## src/rtl/operand_fetch.sv

```systemverilog
// operand_fetch
//   Read-side companion to the register bank. Accepts one decoded ALU
//   instruction, waits in CHECK while either source has a pending ALU
//   writeback, then samples both operands from the bank outputs and presents
//   them to the ALU over a valid/ready handshake. A 4-bit busy scoreboard
//   tracks destinations of issued operations by snooping the bank writeback.
//
// Ports
//   clk, rst            : clock, synchronous active-high reset
//   o1..o4              : bank register contents, registers 0..3
//   write, out_sel      : bank writeback strobe and index (snooped)
//   instr_valid/ready   : decoder handshake
//   src_a, src_b, dst   : source / destination register indices
//   opcode              : ALU operation code
//   op_valid/ready      : ALU handshake
//   op_a, op_b          : captured operand values
//   op_code, op_dst     : captured opcode and destination
//   busy                : bit i set = register i has a pending writeback
//   stall_cnt           : saturating count of hazard-stall cycles
module operand_fetch #(
  parameter int DATA_W = 8
) (
  input  logic              clk,
  input  logic              rst,
  input  logic [DATA_W-1:0] o1,
  input  logic [DATA_W-1:0] o2,
  input  logic [DATA_W-1:0] o3,
  input  logic [DATA_W-1:0] o4,
  input  logic              write,
  input  logic [1:0]        out_sel,
  input  logic              instr_valid,
  output logic              instr_ready,
  input  logic [1:0]        src_a,
  input  logic [1:0]        src_b,
  input  logic [1:0]        dst,
  input  logic [2:0]        opcode,
  output logic              op_valid,
  input  logic              op_ready,
  output logic [DATA_W-1:0] op_a,
  output logic [DATA_W-1:0] op_b,
  output logic [2:0]        op_code,
  output logic [1:0]        op_dst,
  output logic [3:0]        busy,
  output logic [7:0]        stall_cnt
);

  typedef enum logic [1:0] {
    IDLE,
    CHECK,
    ISSUE
  } state_t;

  state_t            state;
  logic [1:0]        cap_a;
  logic [1:0]        cap_b;
  logic [1:0]        cap_dst;
  logic [2:0]        cap_op;
  logic [DATA_W-1:0] val_a;
  logic [DATA_W-1:0] val_b;
  logic              hazard;
  logic              handshake;
  logic [3:0]        busy_next;

  always_comb begin
    val_a = o1;
    case (cap_a)
      2'd0:    val_a = o1;
      2'd1:    val_a = o2;
      2'd2:    val_a = o3;
      default: val_a = o4;
    endcase
  end

  always_comb begin
    val_b = o1;
    case (cap_b)
      2'd0:    val_b = o1;
      2'd1:    val_b = o2;
      2'd2:    val_b = o3;
      default: val_b = o4;
    endcase
  end

  assign hazard    = busy[cap_a] | busy[cap_b];
  assign handshake = (state == ISSUE) && op_valid && op_ready;

  // Writeback clear is applied first so a same-index set at the same edge wins.
  always_comb begin
    busy_next = busy;
    if (write) busy_next[out_sel] = 1'b0;
    if (handshake) busy_next[op_dst] = 1'b1;
  end

  always_ff @(posedge clk) begin
    if (rst) begin
      state       <= IDLE;
      instr_ready <= 1'b0;
      op_valid    <= 1'b0;
      op_a        <= '0;
      op_b        <= '0;
      op_code     <= '0;
      op_dst      <= '0;
      busy        <= '0;
      stall_cnt   <= '0;
      cap_a       <= '0;
      cap_b       <= '0;
      cap_dst     <= '0;
      cap_op      <= '0;
    end else begin
      busy <= busy_next;
      case (state)
        IDLE: begin
          if (instr_valid && instr_ready) begin
            cap_a       <= src_a;
            cap_b       <= src_b;
            cap_dst     <= dst;
            cap_op      <= opcode;
            instr_ready <= 1'b0;
            state       <= CHECK;
          end else begin
            instr_ready <= 1'b1;
          end
        end
        CHECK: begin
          if (hazard) begin
            if (stall_cnt != 8'hFF) stall_cnt <= stall_cnt + 8'd1;
          end else begin
            op_a     <= val_a;
            op_b     <= val_b;
            op_code  <= cap_op;
            op_dst   <= cap_dst;
            op_valid <= 1'b1;
            state    <= ISSUE;
          end
        end
        ISSUE: begin
          if (handshake) begin
            op_valid    <= 1'b0;
            instr_ready <= 1'b1;
            state       <= IDLE;
          end
        end
        default: begin
          state       <= IDLE;
          op_valid    <= 1'b0;
          instr_ready <= 1'b0;
        end
      endcase
    end
  end

endmodule

```

## config.mk

```make
export PLATFORM = sky130hd
export DESIGN_NAME = operand_fetch
export DESIGN_NICKNAME = d
export VERILOG_FILES = /design/src/rtl/operand_fetch.sv
export SDC_FILE = /design/constraint.sdc
export NUM_CORES = 1
export LEC_CHECK = 0
export CAP_MARGIN = 20
export CORE_ASPECT_RATIO = 2
export CORE_MARGIN = 1.5
export CORE_UTILIZATION = 45
export DETAILED_ROUTE_END_ITERATION = 10
export HOLD_SLACK_MARGIN = 0.03
export PLACE_DENSITY = 0.86
export SYNTH_ARGS = -nofsm -noshare
export SYNTH_HDL_FRONTEND = slang
export SYNTH_SLANG_ARGS = --single-unit
```

## constraint.sdc

```tcl
create_clock -name clk -period 2.75 [get_ports clk]
set_clock_uncertainty 0.2 [all_clocks]
set_input_delay 0.6875 -clock clk [delete_from_list [all_inputs] [get_ports clk]]
set_output_delay 0.6875 -clock clk [all_outputs]
set_load 0.05 [all_outputs]
```

## Yosys cells after proc, flatten, opt, wreduce, memory -nomap -nowiden

Cells that the tools add are included.

| word-level totals | value |
|---|---|
| register bits | 46 |
| input port bits | 48 |
| output and inout port bits | 35 |
| logic and storage cells | 73 |

| operators by class | value |
|---|---|
| $add $sub $neg | 1 |
| order comparisons | 6 |
| equality and inequality tests | 10 |
| muxes and demuxes | 22 |
| bitwise logic cells | 7 |
| reduce and logical (&&, ||, !) cells | 14 |

Operators by type and width:

| kind | number |
|---|---|
| $pmux W8 S3 | 2 |
| $lt A2 B3 Y1 const B | 4 |
| $reduce_and A3 Y1 | 3 |
| $add A8 B1 Y8 const B | 1 |
| $mux W1 | 8 |
| $mux W4 | 2 |
| $ne A8 B8 Y1 const B | 1 |
| $eq A2 B1 Y1 const B | 3 |
| $eq A2 B2 Y1 const B | 3 |
| $logic_not A2 Y1 | 3 |
| $mux W2 | 3 |
| $ne A2 B2 Y1 const B | 3 |
| $pmux W1 S3 | 2 |
| $pmux W2 S3 | 1 |
| $reduce_and A2 Y1 | 3 |
| $logic_and A1 B1 Y1 | 5 |
| $and A4 B4 Y4 | 1 |
| $bmux W1 S2 | 2 |
| $demux W1 S2 | 2 |
| $ge A2 B1 Y1 const B | 2 |
| $not A4 Y4 | 1 |
| $or A4 B4 Y4 | 1 |
| $not A1 Y1 | 3 |
| $or A1 B1 Y1 | 1 |

## Logic depth before layout (Yosys ltp)

| depth | value |
|---|---|
| depth after elaboration | 9 |
| mapped depth | 7 |

## Least setup slack after synthesis

Ideal clock, no wire load.

| timing path | value |
|---|---|
| path type | reg-to-reg |
| start point | reg busy[3] |
| end point | reg op_dst[1] |
| data arrival time | 1769 ps |
| slack | 647 ps |
| stages on the path, launching flop included | 7 |
| path buffers | 2 |
| clock period less this slack | 2103 ps |
| cell sequence | dfxtp_1 > mux4_2 > or3_1 > buf_4 > buf_6 > nand2_1 > a21oi_1 |

| between the ends | value |
|---|---|
| longest elaborated chain between the ends | 5 |
| elaborated cells between the ends (all ways) | 7 |
| those cells by class | mux (4); bitwise (2); reduce/logical (1) |

RTL lines:

| element | line | RTL |
|---|---|---|
| start, declared | 43 | `output logic [3:0] busy,` |
| start signal, assigned | 110 | `busy <= busy_next;` |
| $bmux W1 S2 | 84 | `assign hazard = busy[cap_a] \| busy[cap_b];` |
| $mux W1 (not written as such) | 84 |  |
| $or A1 B1 Y1 (*) | 84 |  |
| $not A1 Y1 (no source line) (*) | -- |  |
| $reduce_and A2 Y1 (no source line) (*) | -- |  |
| end signal, assigned | 131 | `op_dst <= cap_dst;` |
| end, declared | 42 | `output logic [1:0] op_dst,` |

Mark *: on every way between the ends. The rest lies on a longest branch, timed or not. The select of a mux whose other input is x is not followed.
A chain may end at the register's enable or synchronous reset.

## Worst setup path after layout

| timing path | value |
|---|---|
| start point | reg stall_cnt[2] |
| end point | out stall_cnt[2] |

RTL lines:

| element | line | RTL |
|---|---|---|
| start, declared | 44 | `output logic [7:0] stall_cnt` |
| start signal, assigned | 126 | `if (stall_cnt != 8'hFF) stall_cnt <= stall_cnt + 8'd1;` |

No word-level cell between the ends.

==> results.rst <==
.. list-table::
   :header-rows: 1

   * - Metric
     - Value
   * - CTS Hold Bufs
     - 0
   * - Pre-CTS setup slack
     - 0.503 ns
   * - Total power per unit cell area
     - 424 nW/um2
   * - Cell breakdown of the critical path
     - clkdlybuf4s50_1
   * - Placeable core region
     - 4860 um2
   * - Min Hold Slack
     - 0.252 ns
   * - Number of sinks on the clock net
     - 46
   * - Number of library cell types mapped by synthesis
     - 37
   * - Number of register bits inferred by synthesis
     - 46
   * - Global-route wire length before repair
     - 9460 um
   * - Critical path class
     - reg2out
   * - Total via count after detailed routing
     - 2121
   * - Slowest-stage cell, CP
     - sky130_fd_sc_hd__clkdlybuf4s50_1
   * - Routed length on met3
     - 241 um
   * - Clock buffer count from CTS
     - 5
   * - Clk buf depth
     - 2
   * - Number of port buffers
     - 82
   * - Syn_area_per_cell
     - 9.31 um2
   * - Max FO, Critical Path
     - 7
   * - Critical Path Start Type
     - flip-flop
   * - Worst setup EP type
     - output pin
   * - Cell area after technology mapping
     - 2290 um2
   * - Post-route worst setup slack
     - 0.287 ns
   * - Required @ worst endpoint
     - 1.86 ns
   * - Layout filler cell count
     - 399
   * - Die Area
     - 5550 um2
   * - Unrepaired setup endpoints after global routing
     - no
   * - Fraction of layout instances using a drive strength above 1
     - 12.0%
   * - CP max stage delay
     - 0.84 ns
   * - Wire length on met2
     - 3350 um
   * - Post-DR wirelength/cell
     - 15.5 um
   * - Largest voltage drop on the vdd net
     - 367 uV
   * - Fin nets
     - 374
   * - Routed via count divided by cell count
     - 5.55
   * - CTS root buf
     - sky130_fd_sc_hd__clkbuf_8
   * - Remaining Overflow, GRT
     - 0
   * - Minimum period implied by the final worst setup slack
     - 2.46 ns
   * - Drt first-iter violations
     - 60
   * - Via count of the first global-routing pass
     - 2108
   * - ANT nets after route
     - 0
   * - Post-CTS setup buffer count
     - 0
   * - DRC violations left
     - 0
   * - Post-route total power
     - 1.36 mW
   * - Relative slew slack
     - 46.5%
   * - Area delta synth->final
     - 40.4%
   * - Final Slew Violations
     - 0
   * - Diodes inserted
     - 0
   * - Portion of the clock cycle consumed by the worst path in the final layout
     - 89.6%
   * - H-tree levels
     - 2
   * - Clock transition at path regs
     - 0.07 ns
   * - Clock latency on the worst-skew pair
     - 0.30 ns
   * - Max-capacitance violation count
     - 0
   * - Data arrival, critical path
     - 1.58 ns
   * - Number of antenna violations at the first check in global routing
     - 0
   * - Fmax
     - 0.406 GHz
   * - Sequential-to-total area share from yosys stat
     - 40.2%
   * - Vertical extent of the die
     - 104 um
   * - Path category of the worst min-delay check
     - reg2reg
   * - Setup violation total in the final timing report
     - 0
   * - Count of buffer and inverter cells on the critical path
     - 1
   * - Leakage
     - 1.06 nW
   * - Topmost layer with routed signal wires
     - met4
   * - Run status
     - completed
   * - Std-Cell Rows
     - 36
   * - TritonCTS clock tree
     - yes
   * - Share of the core filled with cells in the final layout
     - 66.1%
   * - Post-cts resize count
     - 0
   * - Post-route met1 wirelength
     - 2030 um
   * - Top Ports
     - 83
   * - Fin. Hold Viols
     - 0
   * - Initial core utilization
     - 47.1%
   * - Overall Global Routing Usage
     - 23.0%
   * - Gp weighted congestion
     - 0.784
   * - Least-Margin Pin Slew
     - 0.802 ns
   * - Die X
     - 53.4 um
   * - Top cell family by delay on the critical path
     - buffers and inverters
   * - Total routed wirelength
     - 5900 um
   * - Drt first pass iters
     - 4
   * - Synthesis Warnings
     - 0
   * - Post-Synthesis Net Count
     - 295
   * - Synthesized instance count
     - 246
   * - Detail Placement HPWL
     - 4480 um
   * - Setup tns final
     - 0 ns
   * - Largest net degree at the start of global routing
     - 43
## logic make-up after synthesis
logic type | after synthesis | share of synthesized area [%]
AOI/OAI and AO/OA | 51 | 12.3
adders and majority gates | 1 | 0.546
buffers and inverters | 18 | 4.64
DFF | 46 | 40.2
muxes | 23 | 20.7
and+or+nand+nor | 107 | 21.6
## layout by cell type (no fill, tap or decap), types with 5 or more instances in the layout
master,synthesis,layout
sky130_fd_sc_hd__clkbuf_8,0,5
sky130_fd_sc_hd__a21oi_1,37,37
sky130_fd_sc_hd__nand2_1,65,65
sky130_fd_sc_hd__nor2b_1,5,5
sky130_fd_sc_hd__mux4_2,13,13
sky130_fd_sc_hd__nor2_1,10,10
sky130_fd_sc_hd__buf_4,1,7
sky130_fd_sc_hd__dfxtp_1,46,46
sky130_fd_sc_hd__o21ai_0,7,7
sky130_fd_sc_hd__clkdlybuf4s50_1,0,81
## metrics by stage
step | cell area (um2) | std cells
floorplan | 2290 | 246
global placement | 3140 | 375
detailed placement | 3140 | 375
CTS | 3210 | 382
global route | 3210 | 382
finish | 3210 | 382
## state kept, by name (all words and copies together) (netlist names)
signal / cells
cap_dst: 2
op_valid: 1
op_code: 3
op_a: 8
state: 2
instr_ready: 1
op_b: 8
cap_a: 2
stall_cnt: 8
busy: 4
cap_b: 2
cap_op: 3
op_dst: 2
## metal layers
| metal | vias up | track usage [%] |
|---|---|---|
| met4 | 0 | 14.1 |
| met1 | 996 | 24.0 |
| met3 | 20 | 3.59 |
| met5 | - | 0 |
| met2 | 73 | 40.0 |
| li1 | 1032 | - |
## report_power, final
group	switching (mW)	internal (mW)	leakage [nW]	total, mW
combinational	0.132	0.144	0.646	0.276
clock	0.209	0.175	0.0383	0.384
sequential	0.0161	0.687	0.373	0.703
## final timing paths
check	from	endpoint	slack, ns	depth (start not counted)
setup / recovery	stall_cnt[2]	stall_cnt[2]	0.29	1
hold / removal	cap_op[1]	op_code[1]	0.25	2
setup reg to reg	cap_a[0]	op_dst[1]	0.53	4
hold reg to reg	cap_op[1]	op_code[1]	0.25	2
## cell usage after synthesis
library cell,count,area [um2]
sky130_fd_sc_hd__nand2_1,65,244
sky130_fd_sc_hd__dfxtp_1,46,921
sky130_fd_sc_hd__a21oi_1,37,185
sky130_fd_sc_hd__mux4_2,13,293
sky130_fd_sc_hd__nor2_1,10,37.5
sky130_fd_sc_hd__o21ai_0,7,35.0
sky130_fd_sc_hd__clkbuf_1,6,22.5
sky130_fd_sc_hd__nor2b_1,5,31.3
sky130_fd_sc_hd__buf_6,4,45.0
sky130_fd_sc_hd__mux2_2,4,45.0
sky130_fd_sc_hd__mux4_4,4,100
sky130_fd_sc_hd__nand2b_1,4,25.0
sky130_fd_sc_hd__or3_1,4,25.0
sky130_fd_sc_hd__nand3_1,3,15.0
sky130_fd_sc_hd__nor3_1,3,15.0
sky130_fd_sc_hd__nor3b_1,3,22.5
sky130_fd_sc_hd__a21oi_2,2,17.5
sky130_fd_sc_hd__buf_1,2,7.51
sky130_fd_sc_hd__buf_2,2,10.0
sky130_fd_sc_hd__clkbuf_2,2,10.0
sky130_fd_sc_hd__nand3b_1,2,15.0
sky130_fd_sc_hd__nand4_1,2,12.5
sky130_fd_sc_hd__nand4b_1,2,17.5
sky130_fd_sc_hd__a2111oi_0,1,8.76
sky130_fd_sc_hd__a32oi_1,1,8.76
sky130_fd_sc_hd__and3_1,1,6.26
sky130_fd_sc_hd__buf_4,1,7.51
sky130_fd_sc_hd__ha_1,1,12.5
sky130_fd_sc_hd__inv_1,1,3.75
sky130_fd_sc_hd__mux2i_1,1,10.0
sky130_fd_sc_hd__mux4_1,1,26.3
sky130_fd_sc_hd__nand4bb_1,1,11.3
sky130_fd_sc_hd__nor4_1,1,6.26
sky130_fd_sc_hd__nor4bb_1,1,10.0
sky130_fd_sc_hd__o211ai_1,1,7.51
sky130_fd_sc_hd__o21ba_2,1,10.0
sky130_fd_sc_hd__o31a_1,1,8.76
## worst reg2reg max path: stages, from the launching register on
cell and delay, ns:
sky130_fd_sc_hd__dfxtp_1 0.36, sky130_fd_sc_hd__mux4_2 0.55, sky130_fd_sc_hd__or3_1 0.71, sky130_fd_sc_hd__nand2_1 0.19, sky130_fd_sc_hd__a21oi_1 0.08
## area by class of cell
| class | instances | area, um2 | share of cell area [%] |
|---|---|---|---|
| flip-flops and latches | 46 | 921 | 28.6 |
| repair buffers | 89 | 868 | 27.0 |
| inverters | 1 | 3.75 | 0.117 |
| multi-input cells | 182 | 1270 | 39.6 |
| well taps | 57 | 71.3 | 2.22 |
| clock buffers | 7 | 76.3 | 2.37 |
No activity file was read; power rests on OpenSTA's default activity.
